--- src/rtl/incr_share_ctrl.sv ---
// rtl/incr_share_ctrl.sv - round-robin owner of one shared WIDTH-bit incrementer among four requesters

module incr_share_unit #(
    parameter int WIDTH = 4
) (
    input  logic [WIDTH-1:0] a_i,
    output logic [WIDTH:0]   y_o
);
    assign y_o = {1'b0, a_i} + {{WIDTH{1'b0}}, 1'b1};
endmodule

module incr_share_ctrl #(
    parameter int WIDTH = 4
) (
    input  logic               clk,
    input  logic               rst_n,
    input  logic [3:0]         req,
    input  logic [4*WIDTH-1:0] ops,
    output logic [3:0]         grant,
    output logic [3:0]         done,
    output logic [WIDTH:0]     result,
    output logic               busy,
    output logic [7:0]         op_count
);
    typedef enum logic [1:0] {S_IDLE, S_LOAD, S_RESULT} state_t;

    state_t           state_q, state_d;
    logic [1:0]       ptr_q, ptr_d;
    logic [3:0]       grant_q, grant_d;
    logic [3:0]       done_q, done_d;
    logic [WIDTH:0]   result_q, result_d;
    logic [WIDTH-1:0] op_reg_q, op_reg_d;
    logic [7:0]       count_q, count_d;

    logic [1:0]       win;
    logic             win_vld;
    logic [WIDTH-1:0] op_sel;
    logic [WIDTH:0]   inc_sum;

    // First requester at or after ptr, wrapping modulo 4.
    always_comb begin
        logic [1:0] idx;
        win     = '0;
        win_vld = 1'b0;
        op_sel  = '0;
        idx     = '0;
        for (int k = 0; k < 4; k++) begin
            idx = ptr_q + k[1:0];
            if (!win_vld && req[idx]) begin
                win     = idx;
                win_vld = 1'b1;
            end
        end
        for (int k = 0; k < 4; k++) begin
            if (win == k[1:0]) op_sel = ops[k*WIDTH +: WIDTH];
        end
    end

    incr_share_unit #(.WIDTH(WIDTH)) u_inc (
        .a_i (op_reg_q),
        .y_o (inc_sum)
    );

    always_comb begin
        state_d  = state_q;
        ptr_d    = ptr_q;
        grant_d  = grant_q;
        done_d   = 4'b0000;
        result_d = result_q;
        op_reg_d = op_reg_q;
        count_d  = count_q;
        unique case (state_q)
            S_IDLE: begin
                if (win_vld) begin
                    state_d  = S_LOAD;
                    grant_d  = 4'b0001 << win;
                    op_reg_d = op_sel;
                    ptr_d    = win + 2'd1;
                end
            end
            S_LOAD: begin
                state_d  = S_RESULT;
                result_d = inc_sum;
                done_d   = grant_q;
                count_d  = count_q + 8'd1;
            end
            S_RESULT: begin
                state_d = S_IDLE;
                grant_d = 4'b0000;
            end
            default: begin
                state_d = S_IDLE;
                grant_d = 4'b0000;
            end
        endcase
    end

    always_ff @(posedge clk or negedge rst_n) begin
        if (!rst_n) begin
            state_q  <= S_IDLE;
            ptr_q    <= '0;
            grant_q  <= '0;
            done_q   <= '0;
            result_q <= '0;
            op_reg_q <= '0;
            count_q  <= '0;
        end else begin
            state_q  <= state_d;
            ptr_q    <= ptr_d;
            grant_q  <= grant_d;
            done_q   <= done_d;
            result_q <= result_d;
            op_reg_q <= op_reg_d;
            count_q  <= count_d;
        end
    end

    assign grant    = grant_q;
    assign done     = done_q;
    assign result   = result_q;
    assign busy     = (state_q != S_IDLE);
    assign op_count = count_q;
endmodule

--- config.mk ---
export PLATFORM = sky130hd
export DESIGN_NAME = incr_share_ctrl
export DESIGN_NICKNAME = d
export VERILOG_FILES = /design/src/rtl/incr_share_ctrl.sv
export SDC_FILE = /design/constraint.sdc
export NUM_CORES = 1
export LEC_CHECK = 0
export CAP_MARGIN = 20
export CORE_UTILIZATION = 45
export CTS_CLUSTER_SIZE = 30
export DETAILED_ROUTE_END_ITERATION = 16
export GPL_ROUTABILITY_DRIVEN = 0
export PLACE_DENSITY = 0.88
export SETUP_SLACK_MARGIN = 0.3
export SYNTH_ARGS = -nofsm -noshare
export SYNTH_HDL_FRONTEND = slang
export SYNTH_SLANG_ARGS = --single-unit
export TNS_END_PERCENT = 20
--- constraint.sdc ---
create_clock -name clk -period 3.07 [get_ports clk]
set_input_delay 0.307 -clock clk [delete_from_list [all_inputs] [get_ports clk]]
set_output_delay 0.307 -clock clk [all_outputs]
set_load 0.02 [all_outputs]
[Word level (Yosys, flattened, before mapping)]
Cells that the tools add are included.
Storage, ports and cells
  output and inout port bits: 22
  logic and storage cells: 60
  bits in registers: 29
  bits of input ports: 22
Cells by class
  shift operators: 1
  muxes and demuxes: 25
  $add $sub $neg: 6
  equality and inequality tests: 5
  $lt $le $gt $ge: 4
  reduce and logical (&&, ||, !) cells: 11
  bitwise operators: 1
Operators by type and width (number)
  $mux 4: 6
  $lt 2x3->1 const B: 4
  $mux 2: 5
  $add 8x1->8 const B: 1
  $bmux 1 s2: 4
  $mux 1: 8
  $pmux 4 s2: 1
  $add 4x1->5 const B: 1
  $add 2x1->2 const B: 2
  $add 2x2->2 const B: 2
  $eq 2x1->1 const B: 2
  $eq 2x2->1 const B: 2
  $logic_not 2->1: 2
  $pmux 2 s2: 1
  $reduce_and 2->1: 2
  $shl 1x2->4 const A: 1
  $logic_and 1x1->1: 3
  $logic_not 1->1: 3
  $ne 2x2->1 const B: 1
  $reduce_bool 2->1: 1
  $not 1->1: 1

[Depth between registers and ports, before layout]
Gate-level depths: netlist (run 1).
  depth after elaboration: 17
  mapped depth: 8
  depth with buffers taken out: 7

[Modules after synthesis]
A second synthesis (run 1) with hierarchy kept.
Second synthesis, totals
  cells, all modules: 135
  area total of the unflattened synthesis: 1490.2 um^2
Modules (own cells, without submodules)
  incr_share_ctrl: sequential area each 725.7 um^2, instances 1, cells each 129, area each 1443.9 um^2
  incr_share_unit: sequential area each 0.0 um^2, instances 1, cells each 6, area each 46.3 um^2

[Worst setup path after synthesis (run 1)]
OpenSTA, ideal clock, no wires.
  path kind: register to register
  from: reg ptr_q[1]
  to: reg op_reg_q[0]
  period minus slack after synthesis: 1.930 ns
  path buffers: 1
  stages on the path, launching flop included: 8
  setup time: 0.082 ns
  path slack: 1.140 ns
  arrival time: 1.848 ns
  data required time: 2.988 ns
  path through: dfrtp_1 -> mux2i_1 -> nor2_1 -> or3_1 -> ha_1 -> clkbuf_1 -> a221o_1 -> a31oi_1
Between the ends
  cells in the longest elaborated chain, start to end: 17
  elaborated cells between the ends (all ways): 34
  those cells by class: add/sub: 3; eq/ne: 3; mux: 20; reduce/logical: 8
Ends and longest elaborated chain
  start, declared: line 28  | logic [1:0] ptr_q, ptr_d;
  start signal, assigned: line 109  | ptr_q <= ptr_d;
  parallel branches: the longest is 17 deep, another holds $add 2x1->2
  end signal, assigned: line 113  | op_reg_q <= op_reg_d;
  end, declared: line 32  | logic [WIDTH-1:0] op_reg_q, op_reg_d;
Several ways; the timed one is not identified. The select of a mux whose other input is x is not followed.
A chain may end at the register's enable or synchronous reset.

[Worst setup path in the final report (run 1)]
  from: in req[0]
  to: reg op_reg_q[0]
Between the ends
  cells in the longest elaborated chain, start to end: 17
  elaborated cells between the ends (all ways): 31
  those cells by class: eq/ne: 3; mux: 20; reduce/logical: 8
Ends and longest elaborated chain
  start, declared: line 17  | input logic [3:0] req,
  $bmux 1 s2: line 49  | if (!win_vld && req[idx]) begin
  $mux 1 (not written as such): line 49
  $mux 1: line 49
  $logic_not 1->1: line 49
  $logic_and 1x1->1: line 49
  $mux 1: line 49
  $logic_not 1->1: line 49
  $logic_and 1x1->1: line 49
  $mux 1: line 49
  $logic_not 1->1: line 49
  $logic_and 1x1->1: line 49
  $mux 2: line 49
  $logic_not 2->1: line 55  | if (win == k[1:0]) op_sel = ops[k*WIDTH +: WIDTH];
  $mux 4 (4 in a row): line 55
Parallel ways exist; a longest one is shown, timed or not. The select of a mux whose other input is x is not followed.

==> impl_metrics.tcl, run 1 <==
set metrics [dict create \
    clk_pin_slew_worst_paths_ns 0.09 \
    die-height_um 58.7 \
    grt_overflow 0 \
    core_sq_um 3050 \
    wirelength_mm 2.91 \
    cts_root_buffer "clkbuf_4" \
    via_per_inst 5.17 \
    p_sw_frac 0.410 \
    start_util 0.474 \
    num_io_pins 44 \
    num_rows 20 \
    rsz0062_at_grt "no" \
    numCtsBuffers 5 \
    cp-end-kind "flip-flop" \
    ys_seq_area_frac 0.501 \
    hold_violations 0 \
    crit_chain "clkdlybuf4s50_1 -> a21oi_1 -> o21a_1 -> o22ai_1 -> ha_1 -> a21oi_1 -> a221o_1 -> a31oi_1" \
    cp_slowest_stage_delay_ns 0.61 \
    p_comb_frac 0.505 \
    syn_avg_cell_area_sq_um 10.3 \
    period_share 0.719 \
    tightest_slew_ns 0.408 \
    worstPathRequired_ns 3.30 \
    cp_slowest_cell "clkdlybuf4s50_1" \
    rrSetupSlack_ns 0.93 \
    synth_top_area_share 0.501 \
    start_kind "input port" \
    drc 0 \
    dr.first_iter.drc_count 29 \
    syn_area_sq_um 1450 \
    grt_start_max_net_pins 30 \
    grtUsageTotal 0.194 \
    critPathTopFamily "compound AO/OA/AOI/OAI gates" \
    vdd_drop_max_uv 368 \
    diodes 0 \
    ctsResizeCount 0 \
    final_area_sq_um 1970 \
    synth.most_common_cell "dfrtp_1" \
    cellLeakagePower_nw 0.834 \
    die_x_um 58.7 \
    postSynthCellCount 141 \
    insertion_delay_ns 0.32 \
    skew_ns 0.00528 \
    ys_ff_latch 29 \
    critPathKind "in2reg" \
    synthFlopType "dfrtp_1" \
    grt_pass1_vias 1128 \
    place_area_sq_um 1920 \
    yosys-top-cells-area "dfrtp_1 (50%), a21oi_1 (5.2%), ha_1 (5.2%)" \
    setup_tns_ns 0 \
    cp.arrival_ns 2.44 \
    yosysTopAreaCell "dfrtp_1" \
    period_minus_slack_ns 2.21 \
    cts_tree "built" \
    dpl.hpwl_mm 2.29 \
    cts_setup_buffers 0 \
    final_layout_size_suffix_gt1_frac 0.0638 \
    portBuffers 43 \
    clock_sinks 29 \
    grt_pass1_wl_mm 4.88 \
    p_seq_frac 0.381 \
    path_buf_inv 1 \
    pwr-share-clk 0.113 \
    vias 1200 \
    wire_per_inst_um 12.5 \
    fmax_mhz 453 \
    syn_nets 169 \
    hold_path_class "in2async" \
    fin_nets 215 \
    outcome "completed" \
    pwr_density_cell_nw_per_um2 941 \
    postLayoutCoreUtil 0.645 \
    synth_common_cells "dfrtp_1 (29), nand2_1 (18), a21oi_1 (15)" \
    synth_warnings 0 \
    power_mw 1.85 \
    switchingPower_mw 0.759 \
    maxSlewViolCount 0 \
    setup_violations 0 \
    synth_edf_count 0 \
    ys_async_sr_fraction 1.00 \
    ant_nets 0 \
    crit_fanout 9 \
    antenna_found_initial 0 \
    drt-pass1-iter-count 4 \
    relSlewSlack 0.726 \
    cp_common_cell "a21oi_1" \
    clockBufferDepth 2 \
    cts-hold-fix-buffers 0 \
    synth_cell_types 35 \
    die-area_sq_um 3450 \
    maxCapViolCount 0 \
    p_int_mw 1.09 \
    hold_ws_ns 0.367 \
    htree_levels 2 \
    area_growth_syn_to_layout_pct 36.0 \
]
flip-flops by register name (all words and copies together), names as in the netlist:
register and count:
done 4, grant 4, op_count 8, op_reg_q 4, ptr_q 2, result 5
state_q 2
cell usage in the layout (no fill, tap or decap), drive strengths merged, types with 4 or more instances in the layout:
cell / n
nand2: 18
and2: 4
clkdlybuf4s50: 43
inv: 7
a21oi: 15
a221o: 4
xnor2: 8
nand3b: 8
dfrtp: 29
clkbuf: 6
o21ai: 9
a31oi: 4
ha: 6
power by group through the flow:
stage	registers [mW]	clock network, mW	logic (mW)
3_3_place_gp	0.704	0	0.910
6_report	0.706	0.210	0.937
5_1_grt	0.740	0.239	1.03
2_1_floorplan	0.805	0	0.473
4_1_cts	0.708	0.218	0.944
3_5_place_dp	0.714	0	0.938
cell type report:
class,count,area (sq um)
Timing Repair Buffer,44,438
Inverter,7,26.3
Tap cell,44,55.1
Clock inverter,2,10.0
Sequential cell,29,726
Fill cell,261,1080
Multi-Input combinational cell,100,673
Clock buffer,6,41.3
final timing paths:
check	end	cells after the start	start
worst min register to register	op_count[7]	1	op_count[7]
worst max-delay path	op_reg_q[0]	8	req[0]
min in group clk	op_count[7]	1	op_count[7]
worst min-delay path	op_count[4]	2	rst_n
max in group asynchronous	op_reg_q[2]	2	rst_n
worst max register to register	op_reg_q[0]	7	ptr_q[1]
stage by stage:
step | setup slack, ns | std cells
floorplan | 1.14 | 141
global placement | 0.756 | 224
detailed placement | 0.585 | 224
CTS | 0.898 | 232
global route | 0.736 | 232
finish | 0.861 | 232
routing by layer:
layer / routed length, um / GRT usage
met5: 0 / 0
met4: 41 / 0.0850
met3: 186 / 0.0681
met2: 1450 / 0.334
met1: 1240 / 0.215
kinds of logic after synthesis:
kind of cell / count (synthesis) / share of synthesized area
and+or+nand+nor: 47 / 0.194
AOI/OAI and AO/OA: 36 / 0.150
DFF: 29 / 0.501
buffers and inverters: 12 / 0.0337
xor gates and xnor gates: 9 / 0.0545
adders and majority gates: 6 / 0.0519
muxes: 2 / 0.0147
Power figures use the tool's default switching activity.
==> run 2, diff against run 1 <==
- CORE_UTILIZATION: 45 -> 42
- PLACE_DENSITY: 0.88 -> 0.87
- clock period: 3.07 -> 2 ns (I/O delays scaled with it)
==> run 2 against run 1 <==
Compared with the run above: design area increased by 10%; register-to-register slack got worse by 0.91 ns; clock power increased by 65%; global-route usage increased by 3.2 points; critical path type is now reg2reg; highest routed layer unchanged; die area increased by 6.9%; critical path depth unchanged; worst hold slack got worse by 0.12 ns; clock-buffer cell count increased by 1; flip-flop and latch count unchanged; non-clock buffer count increased by 16.
==> impl_metrics.tcl, run 2 (synthesis results as in run 1) <==
set metrics [dict create \
    cp.arrival_ns 2.23 \
    worstPathRequired_ns 2.25 \
    grtUsageTotal 0.226 \
    maxCapViolCount 0 \
    hold_violations 0 \
    hold_path_class "in2async" \
    maxSlewViolCount 0 \
    pwr-share-clk 0.111 \
    wire_per_inst_um 14.6 \
    vdd_drop_max_uv 657 \
    insertion_delay_ns 0.32 \
    dr.first_iter.drc_count 46 \
    final_area_sq_um 2170 \
    num_io_pins 44 \
    grt_start_max_net_pins 30 \
    grt_pass1_vias 1381 \
    htree_levels 2 \
    portBuffers 43 \
    ant_nets 0 \
    cts_root_buffer "clkbuf_4" \
    pwr_density_cell_nw_per_um2 1440 \
    setup_tns_ns 0 \
    layout.cells.most_common "clkdlybuf4s50_1" \
    switchingPower_mw 1.27 \
    rsz0062_at_grt "yes" \
    place_area_sq_um 2000 \
    stdcell_count 247 \
    wirelength_mm 3.60 \
    cp-end-kind "flip-flop" \
    p_seq_frac 0.354 \
    area_growth_syn_to_layout_pct 50.2 \
    relSlewSlack 0.723 \
    setup_violations 0 \
    dpl.hpwl_mm 2.60 \
    cts_tree "built" \
    period_share 0.989 \
    p_sw_frac 0.405 \
    final_layout_size_suffix_gt1_frac 0.197 \
    crit_fanout 7 \
    postLayoutCoreUtil 0.690 \
    p_int_mw 1.86 \
    die_x_um 60.7 \
    start_kind "flip-flop" \
    numCtsBuffers 5 \
    critPathKind "reg2reg" \
    grt_pass1_wl_mm 5.91 \
    diodes 0 \
    skew_ns 0.00446 \
    place_ws_ns -0.361 \
    tightest_slew_ns 0.412 \
    antenna_found_initial 0 \
    drt-pass1-iter-count 4 \
    die-height_um 60.7 \
    p_comb_frac 0.535 \
    period_minus_slack_ns 1.98 \
    final_cell_mix "clkdlybuf4s50_1 (42), dfrtp_1 (28), nand2_1 (18)" \
    cts-hold-fix-buffers 0 \
    post-place-cells 235 \
    start_util 0.459 \
    fin_nets 231 \
    cellLeakagePower_nw 0.924 \
    num_rows 20 \
    outcome "completed" \
    clockBufferDepth 2 \
    die-area_sq_um 3690 \
    drc 0 \
    clock_sinks 29 \
    fin_ws_ns 0.0229 \
    fmax_mhz 506 \
    largest_register_ffs 8 \
    clk_pin_slew_worst_paths_ns 0.08 \
    grt_overflow 0 \
    vias 1329 \
    core_sq_um 3150 \
    fillers 270 \
    via_per_inst 5.38 \
]
run 2: cell type report:
cell class	count	area [sq um]	share of cell area
Multi-Input combinational cell	100	753	0.346
Inverter	7	26.3	0.0121
Timing Repair Buffer	60	558	0.257
Tap cell	44	55.1	0.0253
Clock buffer	7	55.1	0.0253
Sequential cell	29	727	0.334
run 2: path summary, 6_finish.rpt:
kind,slack (ns),depth (start not counted),from,end
worst max-delay path,0.02,8,ptr_q[1],op_reg_q[1]
worst min-delay path,0.25,2,rst_n,grant[2]
worst max register to register,0.02,8,ptr_q[1],op_reg_q[1]
worst min register to register,0.49,2,result[4],result[4]
max in group asynchronous,1.47,2,rst_n,ptr_q[1]
min in group clk,0.45,3,ops[12],op_reg_q[0]
run 2: repair_timing:
action,4_1_cts,5_1_grt
gates resized for setup,15,7
buffers inserted,5,0
cloned,0,0
endpoints found under the setup margin,10,12
pin swaps,6,10
run 2: power groups by stage:
| stage | combinational, mW | sequential (mW) | clock (mW) |
|---|---|---|---|
| 4_1_cts | 1.62 | 1.10 | 0.364 |
| 2_1_floorplan | 0.742 | 1.24 | 0 |
| 3_3_place_gp | 1.46 | 1.08 | 0 |
| 6_report | 1.67 | 1.11 | 0.346 |
| 3_5_place_dp | 1.52 | 1.10 | 0 |
| 5_1_grt | 1.83 | 1.15 | 0.384 |
run 2: critical path: stages, from the launching register on:
cell      delay, ns
dfrtp_2        0.48
a21oi_2        0.15
o21a_1         0.19
o22ai_2        0.12
ha_2           0.20
buf_4          0.15
nand3b_1       0.17
a221o_1        0.30
a31oi_1        0.15
run 2: metrics by stage:
stage	power, mW	hold slack, ns
2_1_floorplan	1.98	-0.0956
3_3_place_gp	2.54	0.461
3_5_place_dp	2.62	0.480
4_1_cts	3.08	0.248
5_1_grt	3.37	0.277
6_report	3.13	0.251
run 2: per-layer routing:
layer / share of wire / track usage / vias to the layer above
met5: 0 / 0 / -
met4: 0.031 / 0.133 / 0
met3: 0.056 / 0.0597 / 15
met2: 0.52 / 0.413 / 59
met1: 0.39 / 0.231 / 633
li1: - / - / 622
==> run 3, diff against run 2 <==
- REMOVE_ABC_BUFFERS: default -> 1
==> run 3 against run 2 <==
Compared with the run above: clock skew grew 0.0085 ns; sequential power is essentially flat; design area grew 2.5%; clock-buffer cell count shrank 2; utilization grew 1.7 points.
==> impl_metrics.tcl, run 3 (synthesis results as in run 1) <==
set metrics [dict create \
    outcome "completed" \
    p_seq_frac 0.343 \
    setup_tns_ns 0 \
    clk_pin_slew_worst_paths_ns 0.10 \
    place_area_sq_um 2010 \
    num_rows 20 \
    start_util 0.459 \
    grt_pass1_vias 1346 \
    vias 1343 \
    final_layout_size_suffix_gt1_frac 0.236 \
    ant_nets 0 \
    p_comb_frac 0.550 \
    largest_register_ffs 8 \
    postLayoutCoreUtil 0.707 \
    clock_sinks 29 \
    grtUsageTotal 0.225 \
    fin_ws_ns 0.0166 \
    htree_levels 2 \
    crit_chain "mux2i_1 -> nor2_2 -> nor3_2 -> ha_4 -> buf_4 -> a21oi_1 -> a221o_1 -> a31oi_1" \
    final_area_sq_um 2230 \
    reg2reg_from "ptr_q[1]" \
    dr.first_iter.drc_count 43 \
    hold_path_class "in2async" \
    fmax_mhz 504 \
    period_share 0.992 \
    wirelength_mm 3.86 \
    fin_nets 235 \
    wire_per_inst_um 15.3 \
    die_x_um 60.7 \
    reg2reg_to "op_reg_q[3]" \
    insertion_delay_ns 0.34 \
    grt_start_max_net_pins 30 \
    portBuffers 43 \
    grt_pass1_wl_mm 6.01 \
    cp_slowest_stage_delay_ns 0.44 \
    cts-hold-fix-buffers 0 \
    period_minus_slack_ns 1.98 \
    maxCapViolCount 0 \
    die-height_um 60.7 \
    core_sq_um 3150 \
    dpl.hpwl_mm 2.58 \
    drc 0 \
    power_mw 3.23 \
    relSlewSlack 0.729 \
    area_growth_syn_to_layout_pct 53.9 \
    cellLeakagePower_nw 0.966 \
    drt-pass1-iter-count 4 \
    hold_violations 0 \
    vdd_drop_max_uv 610 \
    diodes 0 \
    die-area_sq_um 3690 \
    worstPathRequired_ns 2.25 \
    post-place-cells 236 \
    cts_tree "built" \
    worst_r2r_path_depth 8 \
    grt_overflow 0 \
    final_cell_mix "clkdlybuf4s50_1 (40), dfrtp_1 (26), buf_4 (19)" \
    rrSetupSlack_ns 0.02 \
    start_kind "flip-flop" \
    cp_slowest_cell "dfrtp_2" \
    worstSetupStartpoint "ptr_q[1]" \
    antenna_found_initial 0 \
    pwr-share-clk 0.108 \
    clockBufferDepth 2 \
    cp-end-kind "flip-flop" \
    cts_root_buffer "clkbuf_4" \
    place_ws_ns -0.331 \
    pwr_density_cell_nw_per_um2 1450 \
    switchingPower_mw 1.35 \
    p_int_mw 1.89 \
    num_io_pins 44 \
    numCtsBuffers 5 \
    maxSlewViolCount 0 \
    hold_ws_ns 0.239 \
    tightest_slew_ns 0.403 \
    cp.arrival_ns 2.24 \
    via_per_inst 5.33 \
    stdcell_count 252 \
    skew_ns 0.0129 \
    setup_violations 0 \
    critPathKind "reg2reg" \
    crit_fanout 6 \
    layout.cells.most_common "clkdlybuf4s50_1" \
    rsz0062_at_grt "yes" \
    p_sw_frac 0.417 \
]
[run 3: changes by cell type in the layout (fill, tap and decap cells not counted), sizes merged]
cell / before / now
clkbuf: 7 / 5
clkinvlp: 0 / 1
clkinv: 0 / 2
dlygate4sd2: 1 / 0
clkdlybuf4s50: 42 / 40
buf: 17 / 21
dlymetal6s2s: 0 / 3
[run 3: power by group through the flow]
stage	sequential [mW]	clock (mW)	combinational [mW]
finish	1.11	0.348	1.78
global route	1.15	0.387	1.92
CTS	1.10	0.358	1.68
detailed placement	1.10	0	1.55
global placement	1.08	0	1.47
floorplan	1.25	0	0.693
[run 3: area by class of cell]
type,instances,area [sq um]
tap,44,55.1
sequential,29,729
multi-input combinational,100,759
clock buffer,5,37.5
clock inverter,3,17.5
timing repair buffer,64,603
fill,265,925
inverter,7,26.3
[run 3: how the worst max path moves through the flow]
stage	endpoint	slack [ns]	cells after the start
floorplan	op_reg_q[0]	0.14	6
global placement	op_reg_q[3]	-0.15	7
detailed placement	op_reg_q[0]	-0.33	8
CTS	op_reg_q[2]	0.06	8
global route	op_reg_q[3]	-0.09	8
finish	op_reg_q[3]	0.02	8
[run 3: what timing repair did]
action                     CTS  global route
cloned                       0             0
setup endpoints to repair   10            12
setup buffers                5             3
pin swaps                    9             8
resized for setup           15            11
[run 3: critical path, delay by kind of cell, from the launching register on]
family | cells | cell delay (ns)
AO/OA/AOI/OAI | 3 | 0.52
buffers and inverters | 1 | 0.11
adder cells (fa/ha/maj) | 1 | 0.23
AND/OR/NAND/NOR | 2 | 0.34
flip-flops | 1 | 0.44
multiplexers | 1 | 0.25
[run 3: layer usage]
layer | track usage | routed length, um | vias to the layer above
li1 | - | - | 632
met1 | 0.263 | 1560 | 641
met2 | 0.381 | 1990 | 56
met3 | 0.0597 | 207 | 14
met4 | 0.110 | 107 | 0
met5 | 0 | 0 | -
